`config.mk`:
```
export PLATFORM = sky130hd
export DESIGN_NAME = axis_frame_pad_trunc
export DESIGN_NICKNAME = d
export VERILOG_FILES = /design/src/rtl/axis_frame_pad_trunc.sv
export SDC_FILE = /design/constraint.sdc
export NUM_CORES = 1
export LEC_CHECK = 0
export ABC_AREA = 1
export BUFFER_PORTS_ARGS = -buffer_cell sky130_fd_sc_hd__buf_2
export CAP_MARGIN = 0
export CORE_MARGIN = 2
export CORE_UTILIZATION = 30
export DETAILED_ROUTE_END_ITERATION = 10
export SLEW_MARGIN = 10
export SYNTH_ARGS = -nofsm -noshare
export SYNTH_HDL_FRONTEND = slang
export SYNTH_SLANG_ARGS = --single-unit
```
`constraint.sdc`:
```
create_clock -name clk -period 10.6 [get_ports clk]
set_input_delay 0.53 -clock clk [delete_from_list [all_inputs] [get_ports clk]]
set_output_delay 0.53 -clock clk [all_outputs]
set_load 0.01 [all_outputs]
```
`src/rtl/axis_frame_pad_trunc.sv`:
```
// Frame-length conditioner: zero-pads short frames to MIN_LEN and truncates frames longer than MAX_LEN.
// One output register stage (1-cycle latency); input stalls whenever that register cannot load.
module axis_frame_pad_trunc #(
   parameter int DATA_WIDTH = 64,
   parameter int KEEP_WIDTH = DATA_WIDTH / 8,
   parameter int MIN_LEN    = 60,
   parameter int MAX_LEN    = 1514,
   parameter int USER_WIDTH = 1
) (
   input  logic                  clk,
   input  logic                  rst,
   input  logic [DATA_WIDTH-1:0] s_axis_tdata,
   input  logic [KEEP_WIDTH-1:0] s_axis_tkeep,
   input  logic                  s_axis_tvalid,
   output logic                  s_axis_tready,
   input  logic                  s_axis_tlast,
   input  logic [USER_WIDTH-1:0] s_axis_tuser,
   output logic [DATA_WIDTH-1:0] m_axis_tdata,
   output logic [KEEP_WIDTH-1:0] m_axis_tkeep,
   output logic                  m_axis_tvalid,
   input  logic                  m_axis_tready,
   output logic                  m_axis_tlast,
   output logic [USER_WIDTH-1:0] m_axis_tuser,
   output logic                  stat_pad,
   output logic                  stat_trunc
);
   typedef enum logic [1:0] {PASS, PAD, DROP} state_t;

   localparam logic [31:0] MIN_L  = 32'(MIN_LEN);
   localparam logic [31:0] MAX_L  = 32'(MAX_LEN);
   localparam logic [31:0] KEEP_L = 32'(KEEP_WIDTH);

   state_t                state, state_nxt;
   logic [15:0]           cnt, cnt_nxt;
   logic [USER_WIDTH-1:0] pad_user, pad_user_nxt;
   logic                  load;
   logic [31:0]           n, nxt, rem_min, rem_max;

   logic                  ld_vld, ld_last, ld_pad, ld_trunc;
   logic [DATA_WIDTH-1:0] ld_data;
   logic [KEEP_WIDTH-1:0] ld_keep;
   logic [USER_WIDTH-1:0] ld_user;

   function automatic logic [KEEP_WIDTH-1:0] lane_mask(input logic [31:0] k);
      logic [KEEP_WIDTH-1:0] m;
      for (int i = 0; i < KEEP_WIDTH; i++) m[i] = (32'(i) < k);
      return m;
   endfunction

   function automatic logic [DATA_WIDTH-1:0] zero_lanes(input logic [DATA_WIDTH-1:0] d,
                                                        input logic [KEEP_WIDTH-1:0] k);
      logic [DATA_WIDTH-1:0] r;
      for (int i = 0; i < KEEP_WIDTH; i++) r[i*8 +: 8] = k[i] ? d[i*8 +: 8] : 8'h00;
      return r;
   endfunction

   always_comb begin
      n = '0;
      for (int i = 0; i < KEEP_WIDTH; i++) n = n + 32'(s_axis_tkeep[i]);
   end

   assign load    = !m_axis_tvalid || m_axis_tready;
   assign nxt     = 32'(cnt) + n;
   assign rem_min = MIN_L - 32'(cnt);
   assign rem_max = MAX_L - 32'(cnt);

   always_comb begin
      state_nxt     = state;
      cnt_nxt       = cnt;
      pad_user_nxt  = pad_user;
      s_axis_tready = 1'b0;
      ld_vld        = 1'b0;
      ld_last       = 1'b0;
      ld_pad        = 1'b0;
      ld_trunc      = 1'b0;
      ld_data       = '0;
      ld_keep       = '0;
      ld_user       = '0;
      case (state)
         PASS: begin
            s_axis_tready = load;
            if (s_axis_tvalid && load) begin
               ld_vld  = 1'b1;
               ld_user = s_axis_tuser;
               if (nxt < MAX_L || (nxt == MAX_L && s_axis_tlast)) begin
                  ld_data = s_axis_tdata;
                  ld_keep = s_axis_tkeep;
                  cnt_nxt = nxt[15:0];
                  if (s_axis_tlast) begin
                     if (nxt >= MIN_L) begin
                        ld_last = 1'b1;
                        cnt_nxt = '0;
                     end else begin
                        // Short frame: fill the idle lanes of this beat with zeros first.
                        ld_data = zero_lanes(s_axis_tdata, s_axis_tkeep);
                        if (rem_min <= KEEP_L) begin
                           ld_keep = lane_mask(rem_min);
                           ld_last = 1'b1;
                           ld_pad  = 1'b1;
                           cnt_nxt = '0;
                        end else begin
                           ld_keep      = '1;
                           cnt_nxt      = 16'(32'(cnt) + KEEP_L);
                           pad_user_nxt = s_axis_tuser;
                           state_nxt    = PAD;
                        end
                     end
                  end
               end else begin
                  // cnt < MAX_LEN always holds here, so at least one lane survives.
                  ld_keep    = s_axis_tkeep & lane_mask(rem_max);
                  ld_data    = zero_lanes(s_axis_tdata, ld_keep);
                  ld_last    = 1'b1;
                  ld_user[0] = 1'b1;
                  ld_trunc   = 1'b1;
                  cnt_nxt    = '0;
                  if (!s_axis_tlast) state_nxt = DROP;
               end
            end
         end
         PAD: begin
            if (load) begin
               ld_vld  = 1'b1;
               ld_user = pad_user;
               if (rem_min <= KEEP_L) begin
                  ld_keep   = lane_mask(rem_min);
                  ld_last   = 1'b1;
                  ld_pad    = 1'b1;
                  cnt_nxt   = '0;
                  state_nxt = PASS;
               end else begin
                  ld_keep = '1;
                  cnt_nxt = 16'(32'(cnt) + KEEP_L);
               end
            end
         end
         DROP: begin
            s_axis_tready = 1'b1;
            if (s_axis_tvalid && s_axis_tlast) state_nxt = PASS;
         end
         default: state_nxt = PASS;
      endcase
   end

   always_ff @(posedge clk or posedge rst) begin
      if (rst) begin
         state         <= PASS;
         cnt           <= '0;
         pad_user      <= '0;
         m_axis_tvalid <= 1'b0;
         m_axis_tdata  <= '0;
         m_axis_tkeep  <= '0;
         m_axis_tlast  <= 1'b0;
         m_axis_tuser  <= '0;
         stat_pad      <= 1'b0;
         stat_trunc    <= 1'b0;
      end else begin
         state      <= state_nxt;
         cnt        <= cnt_nxt;
         pad_user   <= pad_user_nxt;
         stat_pad   <= ld_pad;
         stat_trunc <= ld_trunc;
         if (load) begin
            m_axis_tvalid <= ld_vld;
            m_axis_tdata  <= ld_data;
            m_axis_tkeep  <= ld_keep;
            m_axis_tlast  <= ld_last;
            m_axis_tuser  <= ld_user;
         end
      end
   end
endmodule

```
# --- Word-level counts from Yosys, hierarchy flattened ---
# Index checks and enable logic that the tools add are counted.
word_totals:
  out_inout_bits: 78
  ram_bits: 0
  inputBits: 78
  mem_bits_ro: 0
  elab_cells: 130
  latchBits: 0
  regBits: 96
  n_memories: 0
op_classes:
  n_div: 0
  n_lt_le_gt_ge: 19
  bitwise: 3
  eq_ne: 11
  shifts: 0
  add_sub_neg: 11
  muxes: 65
  n_reduce_logical: 11
  mul: 0
ops:
  columns: ["operator", "n"]
  rows:
  - ["two-way mux 64 bit", 5]
  - ["less-than comparator 3 x 32 -> 1 bit, first input constant", 8]
  - ["two-way mux 8 bit", 21]
  - ["less-than comparator 1 x 32 -> 1 bit, first input constant", 4]
  - ["less-than comparator 2 x 32 -> 1 bit, first input constant", 4]
  - ["two-way mux 16 bit", 6]
  - ["<= comparator 32 x 4 -> 1 bit, second input constant", 1]
  - ["case mux 16 bit (2 select lines)", 1]
  - ["two-way mux 2 bit", 9]
  - ["adder 16 x 8 -> 17 bit", 1]
  - ["== test 17 x 11 -> 1 bit, second input constant", 1]
  - [">= comparator 17 x 6 -> 1 bit, second input constant", 1]
  - ["less-than comparator 17 x 11 -> 1 bit, second input constant", 1]
  - ["subtractor 11 x 16 -> 17 bit, first input constant", 1]
  - ["subtractor 6 x 16 -> 17 bit, first input constant", 1]
  - ["adder 16 x 4 -> 16 bit, second input constant", 1]
  - ["two-way mux 1 bit", 16]
  - ["case mux 8 bit (2 select lines)", 1]
  - ["inequality test 3 bit, second input constant", 4]
  - ["case mux 1 bit (2 select lines)", 5]
  - ["adder 7 x 1 -> 8 bit", 1]
  - ["bitwise AND 8 bit", 1]
  - ["inequality test 2 bit, second input constant", 4]
  - ["AND reduction 8 bit", 1]
  - ["other kinds (17)", 21]

# --- Longest topological paths before layout ---
depth:
  ltp_word: 14
  mapped_depth: 27
  mapped_depth_nobuf: 25

# --- Least setup slack after synthesis ---
# Ideal clock, no wire load.
synth_path:
  path_kind: "input -> register"
  startpoint: "input port s_axis_tkeep[0]"
  endpoint: "register m_axis_tkeep[4]"
  path_slack_ns: 6.274
  n_path_buf: 1
  cell_stages: 23
  required_ns: 10.483
  setup_time_ns: 0.117
  t_arrival_ns: 4.209
  cell_sequence: "fa_1 > inv_1 > fa_1 > fa_1 > fa_1 > fa_1 > inv_1 > nand3_1 > nand2_2 > nand2_1 > nand2_1 > nand2_1 > nor2_1 > nand2_1 > nor2_4 > nand4_4 > buf_6 > a21oi_1 > nand2_1 > nand2_1 > nand2_1 > nand2_1 > nand2_1"
synth_between:
  elab_chain_len: 14
  word_cells_on_any_way: 18
synth_lines:
  columns: ["item", "line_no", "rtl"]
  rows:
  - ["start, declared", "13", "input logic [KEEP_WIDTH-1:0] s_axis_tkeep,"]
  - ["adder 1 x 1 -> 2 bit (*)", "59", "for (int i = 0; i < KEEP_WIDTH; i++) n = n + 32'(s_axis_tkeep[i]);"]
  - ["adder 2 x 1 -> 3 bit (*)", "59", null]
  - ["adder 3 x 1 -> 4 bit (*)", "59", null]
  - ["adder 4 x 1 -> 5 bit (*)", "59", null]
  - ["adder 5 x 1 -> 6 bit (*)", "59", null]
  - ["adder 6 x 1 -> 7 bit (*)", "59", null]
  - ["adder 7 x 1 -> 8 bit (*)", "59", null]
  - ["adder 16 x 8 -> 17 bit (*)", "63", "assign nxt = 32'(cnt) + n;"]
  - [">= comparator 17 x 6 -> 1 bit / == test 17 x 11 -> 1 bit (equally long branches)", "90, 85", null]
  - ["two-way mux 8 bit / logical AND 1 bit (equally long branches)", "90, 85", null]
  - ["two-way mux 8 bit / logical OR 1 bit (equally long branches)", "89, 85", null]
  - ["two-way mux 8 bit (*)", "85", "if (nxt < MAX_L || (nxt == MAX_L && s_axis_tlast)) begin"]
  - ["two-way mux 8 bit (*)", "82", "if (s_axis_tvalid && load) begin"]
  - ["case mux 8 bit (2 select lines) (*)", "79", "case (state)"]
  - ["end signal, assigned", "166", "m_axis_tkeep <= ld_keep;"]
  - ["end, declared", "19", "output logic [KEEP_WIDTH-1:0] m_axis_tkeep,"]
# Every way passes the cells marked *; elsewhere a longest branch is shown, timed or not.
# A chain may end at the register's enable or synchronous reset.

# --- Worst setup path after layout ---
layout_path:
  startpoint: "input port s_axis_tkeep[0]"
  endpoint: "register cnt[4]"
layout_between:
  elab_chain_len: 14
  word_cells_on_any_way: 18
layout_lines:
  columns: ["item", "line_no", "rtl"]
  rows:
  - ["adder 1 x 1 -> 2 bit (*)", "59", null]
  - ["adder 2 x 1 -> 3 bit (*)", "59", null]
  - ["adder 3 x 1 -> 4 bit (*)", "59", null]
  - ["adder 4 x 1 -> 5 bit (*)", "59", null]
  - ["adder 5 x 1 -> 6 bit (*)", "59", null]
  - ["adder 6 x 1 -> 7 bit (*)", "59", null]
  - ["adder 7 x 1 -> 8 bit (*)", "59", null]
  - ["adder 16 x 8 -> 17 bit (*)", "63", null]
  - [">= comparator 17 x 6 -> 1 bit / == test 17 x 11 -> 1 bit (equally long branches)", "90, 85", null]
  - ["two-way mux 16 bit / logical AND 1 bit (equally long branches)", "90, 85", null]
  - ["two-way mux 16 bit / logical OR 1 bit (equally long branches)", "89, 85", null]
  - ["two-way mux 16 bit (*)", "85", null]
  - ["two-way mux 16 bit (*)", "82", null]
  - ["case mux 16 bit (2 select lines) (*)", "79", null]
  - ["end signal, assigned", "159", "cnt <= cnt_nxt;"]
  - ["end, declared", "34", "logic [15:0] cnt, cnt_nxt;"]
# Every way passes the cells marked *; elsewhere a longest branch is shown, timed or not. The select of a mux whose other input is x is not followed.

==> impl_metrics.json <==
{
  "fin_util": 0.366,
  "drt_first_pass_iters": 5,
  "viasPerCell": 4.95,
  "clk_pin_slew_ns": 0.08,
  "synth-simple-area-share": 0.426,
  "synth_fa_ha_area_frac": 0.0444,
  "die_x_um": 151,
  "gr-total-overflow": 0,
  "status": "complete, no violations",
  "drt_iter0_drc": 572,
  "postRouteAntennaNets": 0,
  "numClockSinks": 96,
  "synth_compound_area_frac": 0.0627,
  "cts_tree": "done",
  "cts_buffer_depth": 2,
  "insertion_delay_ns": 0.36,
  "layout_commonest_cell": "nand2_1",
  "syn_avg_cell_area_sq_um": 7.15,
  "relSlewSlack": 0.443,
  "grt_max_degree": 80,
  "numCtsBuffers": 9,
  "post_cts_buffers": 0,
  "hold_path.class": "input port to asynchronous set/reset pin",
  "numPortBuffers": 155,
  "core-area_sq_um": 21200,
  "first_global_vias": 5845,
  "grt_use_total": 0.175,
  "num_rows": 53,
  "root_buffer": "clkbuf_16",
  "min_period_ns": 4.69,
  "irDropWorstVdd_mv": 0.0940,
  "start_kind": "input port",
  "hold_viol": 0,
  "critPathCaptureType": "flip-flop",
  "vias": 6560,
  "wl_per_cell_um": 15.3,
  "finalCritPeriodShare": 0.443,
  "drv_cap": 0,
  "layout_common_cells": "355 x nand2_1, 155 x buf_2, 122 x nand3_1",
  "layout-drive-gt1-share": 0.226,
  "synth_nets": 1005,
  "max_clock_freq_ghz": 0.213,
  "critPathKind": "input port to flip-flop",
  "io_pins": 156,
  "dpl.hpwl_mm": 15.2,
  "setup_viol": 0,
  "post_cts_resized": 0,
  "syn_inst": 907,
  "synth-xor-area-share": 0.0201,
  "wirelength_mm": 20.2,
  "synth_top_family_by_area": "simple AND/OR/NAND/NOR gates",
  "fp.dieH_um": 151,
  "p_leak_nw": 4.21,
  "yosysSeqAreaShare": 0.370,
  "rsz0062_at_grt": "no",
  "maxSlewViolCount": 0,
  "yosysWarnings": 0,
  "finalSetupTns_ns": 0,
  "syn-cell-area_sq_um": 6490,
  "syn2layout_area_growth_pct": 19.2,
  "setup_ws_ns": 5.91,
  "worst_pin_slew_ns": 0.836,
  "cts_hold_buf": 0,
  "grt_pass1_wl_mm": 31.2,
  "cts_max_level": 3,
  "antenna_found_initial": 1,
  "worstPathRequired_ns": 10.90,
  "dieArea_sq_um": 22800,
  "num-nets-final": 1143,
  "ys_ff_latch": 96,
  "gp_congestion": 0.912,
  "start_util": 0.307,
  "preCtsSetupSlack_ns": 5.60,
  "p_per_area_nw_per_um2": 233,
  "final.setup_skew_ns": 0.0112,
  "drc": 0,
  "cp_max_fo": 13,
  "cp.arrival_ns": 5.00,
  "muxShareOfSynthArea": 0,
  "synth_cell_types": 51
}
[worst max-delay path, cell delays in order]
cell	delay, ns
buf_2	0.13
fa_1	0.54
inv_1	0.05
fa_1	0.49
fa_1	0.42
fa_1	0.42
fa_1	0.43
inv_1	0.09
nand3_1	0.09
nand2_2	0.14
nand2_1	0.06
nand2_1	0.05
nand2_1	0.08
nand2_1	0.07
nor2_1	0.04
nand3_1	0.06
nand2_1	0.06
nand2_2	0.08
nand2_2	0.19
nor2_2	0.54
nand3_1	0.16
nand3_1	0.13
o21a_1	0.12
[synthesized netlist by cell type, drive strengths merged]
library cell	number	area share
a21oi	19	0.017
a22oi	3	0.0042
and2	1	0.00096
and3	1	0.00096
buf	19	0.025
clkbuf	12	0.0069
clkinv	5	0.0039
dfrtp	96	0.37
fa	5	0.015
ha	15	0.029
inv	68	0.040
nand2	372	0.23
nand3	131	0.11
nand3b	1	0.0012
nand4	22	0.024
nor2	70	0.050
nor3	5	0.0071
nor3b	1	0.0029
o211ai	3	0.0042
o21a	3	0.0035
o21ai	38	0.030
o22ai	1	0.00096
o31ai	2	0.0023
xnor2	1	0.0014
xor2	13	0.019
[flip-flops by register name (all words and copies together) (netlist names)]
name           cells
pad_user           1
m_axis_tkeep       8
state              2
stat_pad           1
cnt               16
stat_trunc         1
m_axis_tlast       1
m_axis_tdata      64
m_axis_tvalid      1
m_axis_tuser       1
[stage by stage]
stage / power, mW / instance area [sq um] / hold slack [ns] / std cells
floorplan: 1.21 / 6490 / 0.478 / 907
global placement: 1.47 / 7430 / 0.456 / 1309
detailed placement: 1.48 / 7430 / 0.460 / 1309
CTS: 1.81 / 7730 / 0.252 / 1325
global route: 1.95 / 7730 / 0.281 / 1325
finish: 1.81 / 7740 / 0.224 / 1326
[kinds of logic after synthesis]
family          after synthesis
xor+xnor                     14
buf+inv                     104
flops                        96
compound gates               69
simple gates                604
fa+ha+maj                    20
[metal layers]
layer  global-route usage  wire (um)  part of all wire
met1                0.246       9000              0.45
met2                0.265       8990              0.44
met3               0.0370       1670             0.082
met4               0.0668        553             0.027
met5                    0         12           0.00059
[layout make-up]
class / count / area [sq um]
diodes: 1 / 2.50
clock buffers: 9 / 225
clock inverters: 7 / 78.8
fillers: 2242 / 13400
inverters: 73 / 290
multi-input cells: 707 / 3600
flip-flops and latches: 96 / 2400
well taps: 275 / 344
repair buffers: 158 / 798
[where the power goes]
group / switching [mW] / total, mW / internal (mW)
Combinational: 0.593 / 0.893 / 0.299
Clock: 0.163 / 0.330 / 0.167
Sequential: 0.110 / 0.583 / 0.473
Total: 0.867 / 1.81 / 0.939
[worst paths after layout]
kind	depth (start not counted)	to	slack, ns	from
worst max-delay path	23	cnt[4]	5.91	s_axis_tkeep[0]
worst min-delay path	2	m_axis_tdata[29]	0.22	rst
worst max register to register	21	cnt[4]	6.11	cnt[0]
worst min register to register	2	m_axis_tdata[31]	0.47	m_axis_tdata[31]
max in group asynchronous	3	m_axis_tdata[50]	9.25	rst
min in group clk	3	m_axis_tdata[0]	0.40	s_axis_tdata[0]
(Power assumes the default switching activity.)
